## src/rtl/axis_frame_loopback_if.sv

```systemverilog
// ---------------------------------------------------------------------------
// axis_frame_loopback_if
//   AXI4-Stream bundle used on both sides of the frame loopback.
//   master : drives tdata/tkeep/tvalid/tlast, samples tready
//   slave  : samples tdata/tkeep/tvalid/tlast, drives tready
// ---------------------------------------------------------------------------
interface axis_frame_loopback_if #(
    parameter int DATA_W = 64,
    parameter int KEEP_W = DATA_W / 8
);
    logic [DATA_W-1:0] tdata;
    logic [KEEP_W-1:0] tkeep;
    logic              tvalid;
    logic              tlast;
    logic              tready;

    modport master (output tdata, tkeep, tvalid, tlast, input tready);
    modport slave  (input tdata, tkeep, tvalid, tlast, output tready);
endinterface

```

## src/rtl/axis_frame_loopback.sv

```systemverilog
// ---------------------------------------------------------------------------
// axis_frame_loopback
//   Stores accepted TX beats in a FIFO and replays them on RX. Cut-through
//   (STORE_FWD=0) exposes each beat the cycle after it is written;
//   store-and-forward (STORE_FWD=1) exposes a frame only once its tlast beat
//   is written, and drops a frame that cannot fit in an otherwise empty FIFO.
//   lb_en, sampled on the first beat of each frame, selects loopback or sink.
//
// Ports
//   clk156              sole clock
//   reset               synchronous, active-high
//   lb_en               1 = loop back, 0 = accept and discard
//   tx_axis (slave)     ingress stream
//   rx_axis (master)    egress stream
//   fill_level          beats written and not yet read (incl. uncommitted)
//   stat_frames_in      accepted tlast beats (looped, sunk or dropped)
//   stat_frames_out     tlast handshakes on rx_axis
//   stat_frames_dropped frames sunk or dropped
// ---------------------------------------------------------------------------
module axis_frame_loopback #(
    parameter int DATA_W    = 64,
    parameter int KEEP_W    = DATA_W / 8,
    parameter int DEPTH     = 64,
    parameter bit STORE_FWD = 1'b1
) (
    input  logic                     clk156,
    input  logic                     reset,
    input  logic                     lb_en,
    axis_frame_loopback_if.slave     tx_axis,
    axis_frame_loopback_if.master    rx_axis,
    output logic [$clog2(DEPTH):0]   fill_level,
    output logic [31:0]              stat_frames_in,
    output logic [31:0]              stat_frames_out,
    output logic [31:0]              stat_frames_dropped
);
    localparam int AW = $clog2(DEPTH);
    localparam int PW = AW + 1;
    localparam int MW = DATA_W + KEEP_W + 1;

    typedef enum logic [1:0] {
        ST_NORMAL,
        ST_SINK,
        ST_DROP
    } wr_state_e;

    wr_state_e       r_state;
    wr_state_e       w_state_nxt;
    logic            r_first;
    logic [PW-1:0]   r_wr_ptr;
    logic [PW-1:0]   r_wr_commit;
    logic [PW-1:0]   r_rd_ptr;
    logic [31:0]     r_stat_in;
    logic [31:0]     r_stat_out;
    logic [31:0]     r_stat_drop;
    logic [MW-1:0]   r_mem [DEPTH];

    logic [PW-1:0]   w_fill;
    logic            w_full;
    logic            w_sf_escape;
    logic            w_tx_ready;
    logic            w_tx_hs;
    logic            w_rx_valid;
    logic            w_rx_hs;
    logic            w_mem_we;
    logic            w_rewind;
    logic            w_drop_done;
    logic [MW-1:0]   w_rd_word;

    assign w_fill      = r_wr_ptr - r_rd_ptr;
    assign w_full      = (w_fill == PW'(DEPTH));
    // A full FIFO holding only the frame still being written can never drain,
    // so the frame is larger than the FIFO: accept the next beat and drop it.
    assign w_sf_escape = STORE_FWD && (r_wr_commit == r_rd_ptr);

    always_ff @(posedge clk156) begin
        if (reset) begin
            r_state <= ST_NORMAL;
        end else begin
            r_state <= w_state_nxt;
        end
    end

    // NOTE: every output of this block is given a default first, so no path
    // through the case statement leaves a signal unassigned (no latches).
    always_comb begin
        w_state_nxt = r_state;
        w_tx_ready  = 1'b1;
        w_mem_we    = 1'b0;
        w_rewind    = 1'b0;
        w_drop_done = 1'b0;
        case (r_state)
            ST_NORMAL: begin
                if (r_first && !lb_en) begin
                    // First beat of a sunk frame: discard from the start.
                    if (tx_axis.tvalid) begin
                        if (tx_axis.tlast) w_drop_done = 1'b1;
                        else               w_state_nxt = ST_SINK;
                    end
                end else if (w_full) begin
                    w_tx_ready = w_sf_escape;
                    if (tx_axis.tvalid && w_sf_escape) begin
                        w_rewind = 1'b1;
                        if (tx_axis.tlast) w_drop_done = 1'b1;
                        else               w_state_nxt = ST_DROP;
                    end
                end else begin
                    w_mem_we = tx_axis.tvalid;
                end
            end
            ST_SINK, ST_DROP: begin
                if (tx_axis.tvalid && tx_axis.tlast) begin
                    w_drop_done = 1'b1;
                    w_state_nxt = ST_NORMAL;
                end
            end
            default: w_state_nxt = ST_NORMAL;
        endcase
    end

    assign w_tx_hs    = tx_axis.tvalid && w_tx_ready;
    assign w_rx_valid = (r_rd_ptr != r_wr_commit);
    assign w_rx_hs    = w_rx_valid && rx_axis.tready;

    // NOTE: sequential state uses non-blocking assignments so every register
    // in this block samples the pre-edge values of its neighbours.
    always_ff @(posedge clk156) begin
        if (reset) begin
            r_first     <= 1'b1;
            r_wr_ptr    <= '0;
            r_wr_commit <= '0;
            r_rd_ptr    <= '0;
            r_stat_in   <= '0;
            r_stat_out  <= '0;
            r_stat_drop <= '0;
        end else begin
            if (w_tx_hs) begin
                r_first <= tx_axis.tlast;
                if (tx_axis.tlast) r_stat_in <= r_stat_in + 32'd1;
            end
            if (w_mem_we) begin
                r_wr_ptr <= r_wr_ptr + PW'(1);
                if (!STORE_FWD || tx_axis.tlast) r_wr_commit <= r_wr_ptr + PW'(1);
            end else if (w_rewind) begin
                r_wr_ptr <= r_wr_commit;
            end
            if (w_drop_done) r_stat_drop <= r_stat_drop + 32'd1;
            if (w_rx_hs) begin
                r_rd_ptr <= r_rd_ptr + PW'(1);
                if (rx_axis.tlast) r_stat_out <= r_stat_out + 32'd1;
            end
        end
    end

    // NOTE: the storage array has no reset; validity is carried entirely by
    // the pointers, and the RX outputs are gated to zero while not valid.
    always_ff @(posedge clk156) begin
        if (w_mem_we) begin
            r_mem[r_wr_ptr[AW-1:0]] <= {tx_axis.tlast, tx_axis.tkeep, tx_axis.tdata};
        end
    end

    assign w_rd_word = r_mem[r_rd_ptr[AW-1:0]];

    assign tx_axis.tready      = w_tx_ready;
    assign rx_axis.tvalid      = w_rx_valid;
    assign rx_axis.tdata       = w_rx_valid ? w_rd_word[DATA_W-1:0]               : '0;
    assign rx_axis.tkeep       = w_rx_valid ? w_rd_word[DATA_W +: KEEP_W]         : '0;
    assign rx_axis.tlast       = w_rx_valid ? w_rd_word[MW-1]                     : 1'b0;
    assign fill_level          = w_fill;
    assign stat_frames_in      = r_stat_in;
    assign stat_frames_out     = r_stat_out;
    assign stat_frames_dropped = r_stat_drop;
endmodule
```

## src/flat_wrapper.sv

```systemverilog
// flat-port wrapper written by rule: the top's interface ports become plain ports
module axis_frame_loopback_flat 
#(
    parameter int DATA_W    = 64,
    parameter int KEEP_W    = DATA_W / 8,
    parameter int DEPTH     = 64,
    parameter bit STORE_FWD = 1'b1
)
  (clk156, reset, lb_en, fill_level, stat_frames_in, stat_frames_out, stat_frames_dropped, tx_axis_tdata, tx_axis_tkeep, tx_axis_tvalid, tx_axis_tlast, tx_axis_tready, rx_axis_tdata, rx_axis_tkeep, rx_axis_tvalid, rx_axis_tlast, rx_axis_tready);
  axis_frame_loopback_if #(.DATA_W(DATA_W), .KEEP_W(KEEP_W)) tx_axis_i ();
  axis_frame_loopback_if #(.DATA_W(DATA_W), .KEEP_W(KEEP_W)) rx_axis_i ();
  input  logic clk156;
  input  logic reset;
  input  logic lb_en;
  output logic [$clog2(DEPTH):0] fill_level;
  output logic [31:0] stat_frames_in;
  output logic [31:0] stat_frames_out;
  output logic [31:0] stat_frames_dropped;
  input wire logic [$bits(tx_axis_i.tdata)-1:0] tx_axis_tdata;
  input wire logic [$bits(tx_axis_i.tkeep)-1:0] tx_axis_tkeep;
  input wire logic [$bits(tx_axis_i.tvalid)-1:0] tx_axis_tvalid;
  input wire logic [$bits(tx_axis_i.tlast)-1:0] tx_axis_tlast;
  output wire logic [$bits(tx_axis_i.tready)-1:0] tx_axis_tready;
  output wire logic [$bits(rx_axis_i.tdata)-1:0] rx_axis_tdata;
  output wire logic [$bits(rx_axis_i.tkeep)-1:0] rx_axis_tkeep;
  output wire logic [$bits(rx_axis_i.tvalid)-1:0] rx_axis_tvalid;
  output wire logic [$bits(rx_axis_i.tlast)-1:0] rx_axis_tlast;
  input wire logic [$bits(rx_axis_i.tready)-1:0] rx_axis_tready;
  assign tx_axis_i.tdata = tx_axis_tdata;
  assign tx_axis_i.tkeep = tx_axis_tkeep;
  assign tx_axis_i.tvalid = tx_axis_tvalid;
  assign tx_axis_i.tlast = tx_axis_tlast;
  assign tx_axis_tready = tx_axis_i.tready;
  assign rx_axis_tdata = rx_axis_i.tdata;
  assign rx_axis_tkeep = rx_axis_i.tkeep;
  assign rx_axis_tvalid = rx_axis_i.tvalid;
  assign rx_axis_tlast = rx_axis_i.tlast;
  assign rx_axis_i.tready = rx_axis_tready;
  axis_frame_loopback #(.DATA_W(DATA_W), .KEEP_W(KEEP_W), .DEPTH(DEPTH), .STORE_FWD(STORE_FWD)) u_core (.clk156(clk156), .reset(reset), .lb_en(lb_en), .tx_axis(tx_axis_i), .rx_axis(rx_axis_i), .fill_level(fill_level), .stat_frames_in(stat_frames_in), .stat_frames_out(stat_frames_out), .stat_frames_dropped(stat_frames_dropped));
endmodule
```

## config.mk

```make
export PLATFORM = sky130hd
export DESIGN_NAME = axis_frame_loopback_flat
export DESIGN_NICKNAME = d
export VERILOG_FILES = /design/src/rtl/axis_frame_loopback_if.sv /design/src/rtl/axis_frame_loopback.sv /design/src/flat_wrapper.sv
export SDC_FILE = /design/constraint.sdc
export NUM_CORES = 2
export LEC_CHECK = 0
export CAP_MARGIN = 20
export CORE_MARGIN = 1
export CORE_UTILIZATION = 30
export DETAILED_ROUTE_END_ITERATION = 8
export GPL_TIMING_DRIVEN = 0
export PLACE_DENSITY_LB_ADDON = 0.08
export SYNTH_ARGS = -nofsm -noshare
export SYNTH_HDL_FRONTEND = slang
export SYNTH_MEMORY_MAX_BITS = 65536
export SYNTH_SLANG_ARGS = --single-unit
```

## constraint.sdc

```tcl
create_clock -name clk156 -period 14.4 [get_ports clk156]
set_clock_uncertainty 0.1 [all_clocks]
set_input_delay 3.6 -clock clk156 [delete_from_list [all_inputs] [get_ports clk156]]
set_output_delay 3.6 -clock clk156 [all_outputs]
set_load 0.02 [all_outputs]
```

## Word-level counts from Yosys, hierarchy flattened

Memory sizes are Yosys's and may differ from the RTL's. A register that Yosys moved wholly into a read port is not among the register bits.
Cells that the tools add are included.

| operators by class | value |
|---|---|
| $add $sub $neg | 6 |
| reductions and logical operators | 13 |
| mux-type cells | 34 |
| equal/unequal tests | 11 |

Operator list:

| kind | count |
|---|---|
| adder 32 x 1 -> 32 bit (second input constant) | 3 |
| two-way mux 64 bit | 1 |
| two-way mux 1 bit | 19 |
| adder 7 x 1 -> 7 bit (second input constant) | 2 |
| two-way mux 2 bit | 7 |
| two-way mux 7 bit | 2 |
| two-way mux 6 bit | 2 |
| != test 3 bit (second input constant) | 3 |
| two-way mux 8 bit | 1 |
| equality test 7 bit | 1 |
| equality test 7 bit (second input constant) | 1 |
| != test 7 bit | 1 |
| subtractor 7 bit | 1 |
| != test 3 x 1 -> 1 bit (second input constant) | 2 |
| AND reduction 2 bit | 3 |
| AND reduction 6 bit | 1 |
| logical AND 1 bit | 5 |
| one-hot mux 2 bit (2 select lines) | 1 |
| equality test 2 x 1 -> 1 bit (second input constant) | 1 |
| equality test 2 bit (second input constant) | 1 |
| logical NOT 2 bit | 1 |
| != test 2 x 1 -> 1 bit (second input constant) | 1 |
| one-hot mux 1 bit (2 select lines) | 1 |
| nonzero test 2 bit | 1 |
| other kinds (2) | 2 |

| word-level totals | value |
|---|---|
| memories kept | 1 |
| logic and storage cells | 73 |
| memory bits (writable) | 4672 |
| output and inout port bits | 178 |
| input port bits | 78 |
| bits in registers | 120 |

Memory list:

| name | depth | bits a word | rd ports | clocked after Yosys merged registers in | wr ports | RTL line | source |
|---|---|---|---|---|---|---|---|
| u_core.r_mem | 64 | 73 | 1 | 1 | 1 | axis_frame_loopback.sv:55 | `logic [MW-1:0] r_mem [DEPTH];` |

## Depth between registers and ports, before layout

| depth | value |
|---|---|
| depth in word-level cells | 8 |
| gate-level depth with buffers | 15 |
| mapped depth without buffers | 11 |

## Least setup slack after synthesis

OpenSTA, ideal clock, no wires.

| timing path | value |
|---|---|
| path type | input port to flip-flop |
| start | in tx_axis_tvalid |
| end | mem u_core.r_mem[16][0] (netlist bit) (enable) |
| cell stages on the path | 5 |
| setup time | 594 ps |
| path buffers | 2 |
| data required time | 13706 ps |
| data arrival time | 9466 ps |
| slack | 4240 ps |
| cells stage by stage | clkbuf_1 -> and3_1 -> clkbuf_1 -> nand4b_1 -> nor3_1 |

| between the ends | value |
|---|---|
| word-level cells in the longest chain between the ends | 5 |

RTL lines:

| item | RTL line | source |
|---|---|---|
| from (decl) | flat_wrapper.sv:21 | `input wire logic [$bits(tx_axis_i.tvalid)-1:0] tx_axis_tvalid;` |
| two-way mux 1 bit | axis_frame_loopback.sv:99 | `end else if (w_full) begin` |
| two-way mux 1 bit | axis_frame_loopback.sv:93 | `if (r_first && !lb_en) begin` |
| two-way mux 1 bit | axis_frame_loopback.sv:91 | `case (r_state)` |
| two-way mux 1 bit | axis_frame_loopback.sv:157 | `if (w_mem_we) begin` |
| two-way mux 1 bit (implied by the code) | axis_frame_loopback.sv:158 | `r_mem[r_wr_ptr[AW-1:0]] <= {tx_axis.tlast, tx_axis.tkeep, tx_axis.tdata};` |
| to (decl) | axis_frame_loopback.sv:55 |  |

Every way passes these cells.

## Worst setup path after layout

| timing path | value |
|---|---|
| start | in lb_en |
| end | out tx_axis_tready |

| between the ends | value |
|---|---|
| word-level cells in the longest chain between the ends | 4 |

RTL lines:

| item | RTL line | source |
|---|---|---|
| from (decl) | flat_wrapper.sv:14 | `input logic lb_en;` |
| logical NOT 1 bit | axis_frame_loopback.sv:93 |  |
| logical AND 1 bit | axis_frame_loopback.sv:93 |  |
| two-way mux 1 bit | axis_frame_loopback.sv:93 |  |
| two-way mux 1 bit | axis_frame_loopback.sv:91 |  |
| to (decl) | flat_wrapper.sv:23 | `output wire logic [$bits(tx_axis_i.tready)-1:0] tx_axis_tready;` |

Every way passes these cells.

==> metrics.md <==
| Metric | Value |
|---|---|
| Result of the run | finished, final reports clean |
| Hold Startpoint | u_core.stat_frames_in[11]$_SDFFE_PP0P_ |
| Clock Path Buffers | 4 |
| # IOs | about 260 |
| Number of design rule violations left after detail routing | 0 |
| Largest net degree at the start of global routing | 65 |
| Final worst path period need | 10.04 ns |
| Cells after DPL | 16300 |
| Top library cells by usage in the layout, fill and taps aside | 4672 x sky130_fd_sc_hd__edfxtp_1, 1528 x sky130_fd_sc_hd__mux4_2, 567 x sky130_fd_sc_hd__clkbuf_16 |
| Post-cts resize count | 0 |
| Final Max Tran Viols | 0 |
| Final HPWL DP | 404000 um |
| Maximum operating frequency | between 0.09 and 0.1 GHz |
| Register clock-pin slew on the reported worst setup and hold paths | 0.06 ns |
| Deepest level of the CTS H-tree | 6 |
| Static leakage power | 66.7 nW |
| Aggregate negative setup slack | 0 ns |
| Count of mapped cells out of synthesis | 7589 |
| Number of register bits inferred by synthesis | 4798 |
| Routed met3 length | 28200 um |
| End of the worst hold path | u_core.stat_frames_in[11]$_SDFFE_PP0P_ |
| Max Used Layer | met5 |
| Final weighted congestion of routability-driven global placement | approximately 0.75 |
| Required time of the worst setup path | 10.70 ns |
| Wire length the detailed router placed on met1 | 256000 um |
| Slew at the pin closest to its max-slew limit | 1.17 ns |
| # clock sinks | 4798 |
| Maximum fanout along the worst path | 10 |
| Number of hold-slack violations in the final timing report | 0 |
| Final period utilization | 69.7% |
| Mapped cell area | between 0.15 and 0.2 mm2 |
| Antenna viol nets, final | 0 |
| Detailed router's first-iteration violation count | 8394 |
| Via-to-Cell Ratio | roughly 5.1 |
| Library cells used by synthesis | 60 |
| Worst reg2reg path depth | 20 |
| Crit. End Element | primary output |
| Global-route wire length before repair | 788000 um |
| Die width | 786 um |
| Number of global-route vias before repair | 92400 |
| Overflow left after global routing | 0 |
| Vertical die dimension | between 700 and 800 um |
| Final net count | slightly below 9000 |
| Floorplan die area | 0.617 mm2 |
| Non-filler cells, final | roughly 17000 |
| DR pass1 iterations | 7 |
| Clock root buffer | sky130_fd_sc_hd__clkbuf_16 |
| Peak ir drop on the vdd network | 0.110 mV |
| Reg-to-Reg End | u_core.r_mem[16][14]$_DFFE_PP_ |
| Slew margin rel. | a little over a fifth |
| Fraction of layout cells with a size suffix above 1 | 32.5% |
| Setup repair after global routing missed its margin | no |
| Startpoint of the lowest-slack register-to-register path | u_core.r_wr_ptr[0]$_SDFFE_PP0P_ |
| Sequential-to-total area share from yosys stat | around 78% |
| Total power per unit cell area | around 160 mW/mm2 |
| CTS Buf Count | 559 |
| Total length of routed met2 wires | ~280000 um |
| Critical path data arrival time | 6.34 ns |
| Initial antenna violation count | 60 |
| Number of flops mapped to enable cells by yosys | 4672 |
| Total number of vias | 87800 |
| Initial cell density of the core | 30.1% |
| Final setup violation count | 0 |
| Avg Inst Size Synth | between 20 and 25 um2 |
| Post-CTS repair timing setup buffer count | 0 |
| TritonCTS clock tree | done |
| Global-route total usage across every layer | 18.5% |
| Number of warnings reported in the yosys synthesis log | 0 |
| Flip-flop cell with the highest count after synthesis | sky130_fd_sc_hd__edfxtp_1 |
| Fillcell total | 55700 |
| Number of max-capacitance violations reported | 0 |
| Count of input and output buffers | 253 |
| Detail-routed net length per standard cell | 33.2 um |
| Share of flip-flops with an asynchronous set or reset | 0% |
| Post-synth net total | between 7000 and 8000 |
| Clock Latency Late Sink | 1.07 ns |
| Type of the worst min-delay path | register to register |
| Startpoint type of the worst setup path | input pin |
| Total detailed-routing wirelength | 577000 um |
| Worst hold path stage count | 2 |
| Core outline area | between 0.6 and 0.7 mm2 |
| Most common cell after layout, fill and taps aside | sky130_fd_sc_hd__edfxtp_1 |
| Register-to-register setup slack | roughly 8.4 ns |
| Number of cell rows | 287 |
| Hold-fix buffers, CTS | 0 |
| CP Class | input pin to primary output |
| Area growth, synth to finish | 20.7% |
worst max path at each step:
| stage | startpoint | end | slack, ns | cells past startpoint |
|---|---|---|---|---|
| floorplan | tx_axis_tvalid | u_core.r_mem[16][0]$_DFFE_PP_ | 4.24 | 5 |
| finish | lb_en | tx_axis_tready | 4.36 | 7 |
| detailed placement | lb_en | tx_axis_tready | 4.37 | 7 |
| CTS | register | rx_axis_tdata[41] | 4.18 | 10 |
| global route | lb_en | tx_axis_tready | 4.25 | 7 |
| global placement | lb_en | u_core.r_mem[16][16]$_DFFE_PP_ | -5.99 | 6 |
synthesized netlist by cell type (29+ instances only):
| library cell | n | area [um2] |
|---|---|---|
| sky130_fd_sc_hd__edfxtp_1 | 4672 | 140000 |
| sky130_fd_sc_hd__mux4_2 | 1528 | 34400 |
| sky130_fd_sc_hd__clkbuf_1 | 266 | 998 |
| sky130_fd_sc_hd__nor2_1 | 138 | 518 |
| sky130_fd_sc_hd__dfxtp_1 | 126 | 2520 |
| sky130_fd_sc_hd__buf_2 | 92 | 460 |
| sky130_fd_sc_hd__a21oi_1 | 87 | 435 |
| sky130_fd_sc_hd__and2_1 | 82 | 513 |
| sky130_fd_sc_hd__nand2_1 | 61 | 229 |
| sky130_fd_sc_hd__nand3_1 | 53 | 265 |
| sky130_fd_sc_hd__mux2_2 | 37 | 417 |
| sky130_fd_sc_hd__nand4_1 | 35 | 219 |
| sky130_fd_sc_hd__nor2b_1 | 35 | 219 |
| sky130_fd_sc_hd__inv_1 | 33 | 124 |
| sky130_fd_sc_hd__or4_1 | 33 | 248 |
| sky130_fd_sc_hd__o31ai_1 | 29 | 218 |
registers in the layout (all words and copies together), names as in the netlist, named ones only:
name,cells
u_core.r_state,2
u_core.r_rd_ptr,7
u_core.r_first,1
u_core.r_mem,4672
u_core.r_wr_commit,7
u_core.stat_frames_out,32
u_core.r_wr_ptr,7
u_core.stat_frames_dropped,32
u_core.stat_frames_in,32
kinds of logic (layout without fill, tap and decap cells):
kind of cell	after synthesis	in the layout	synth area share (%)
other	0	40	0
AOI/OAI and AO/OA	202	202	0.707
DFF	4798	4798	77.5
and+or+nand+nor	528	528	1.54
xor gates and xnor gates	23	23	0.109
buffers and inverters	451	2100	1.08
muxes	1573	1573	18.9
adders and majority gates	14	14	0.0991
cell type report:
| class | instances | area, um2 | area share, % |
|---|---|---|---|
| Antenna cell | 40 | 100 | 0.0450 |
| Timing Repair Buffer | 658 | 10200 | 4.59 |
| Inverter | 34 | 128 | 0.0574 |
| Clock inverter | 277 | 2350 | 1.06 |
| Clock buffer | 714 | 14800 | 6.65 |
| Tap cell | 8092 | 10100 | 4.55 |
| Buffer | 417 | 1920 | 0.863 |
| Multi-Input combinational cell | 2340 | 39900 | 17.9 |
| Sequential cell | 4798 | 143000 | 64.2 |
routing by layer:
| layer | GRT usage [%] | up-vias |
|---|---|---|
| met2 | 30.5 | 2414 |
| li1 | - | 35600 |
| met1 | 26.0 | 49200 |
| met5 | 0 | - |
| met4 | 3.99 | 4 |
| met3 | 2.62 | 653 |
critical path: stages:
cell and delay, ns:
sky130_fd_sc_hd__clkdlybuf4s50_1 0.52, sky130_fd_sc_hd__nand2b_1 0.21, sky130_fd_sc_hd__nand2_1 0.13, sky130_fd_sc_hd__or4_1 0.65, sky130_fd_sc_hd__buf_2 0.28, sky130_fd_sc_hd__buf_1 0.32, sky130_fd_sc_hd__clkdlybuf4s50_1 0.63
through the flow:
step	utilization [%]	area [um2]	power, mW	hold slack (ns)	worst slack (ns)
global route	36.4	222000	36.3	0.436	4.25
CTS	36.3	222000	35.7	0.397	4.18
detailed placement	33.5	205000	22.1	0.382	4.37
floorplan	-	184000	19.2	0.356	4.24
global placement	32.2	197000	21.9	0.367	-5.99
finish	36.4	222000	35.1	0.399	4.36
power breakdown:
| group | leakage, nW | switching [mW] | internal, mW |
|---|---|---|---|
| sequential | 43.0 | 0.0380 | 15.5 |
| clock | 8.32 | 5.78 | 7.67 |
| combinational | 15.4 | 3.47 | 2.65 |
No activity file was read; power rests on OpenSTA's default activity.
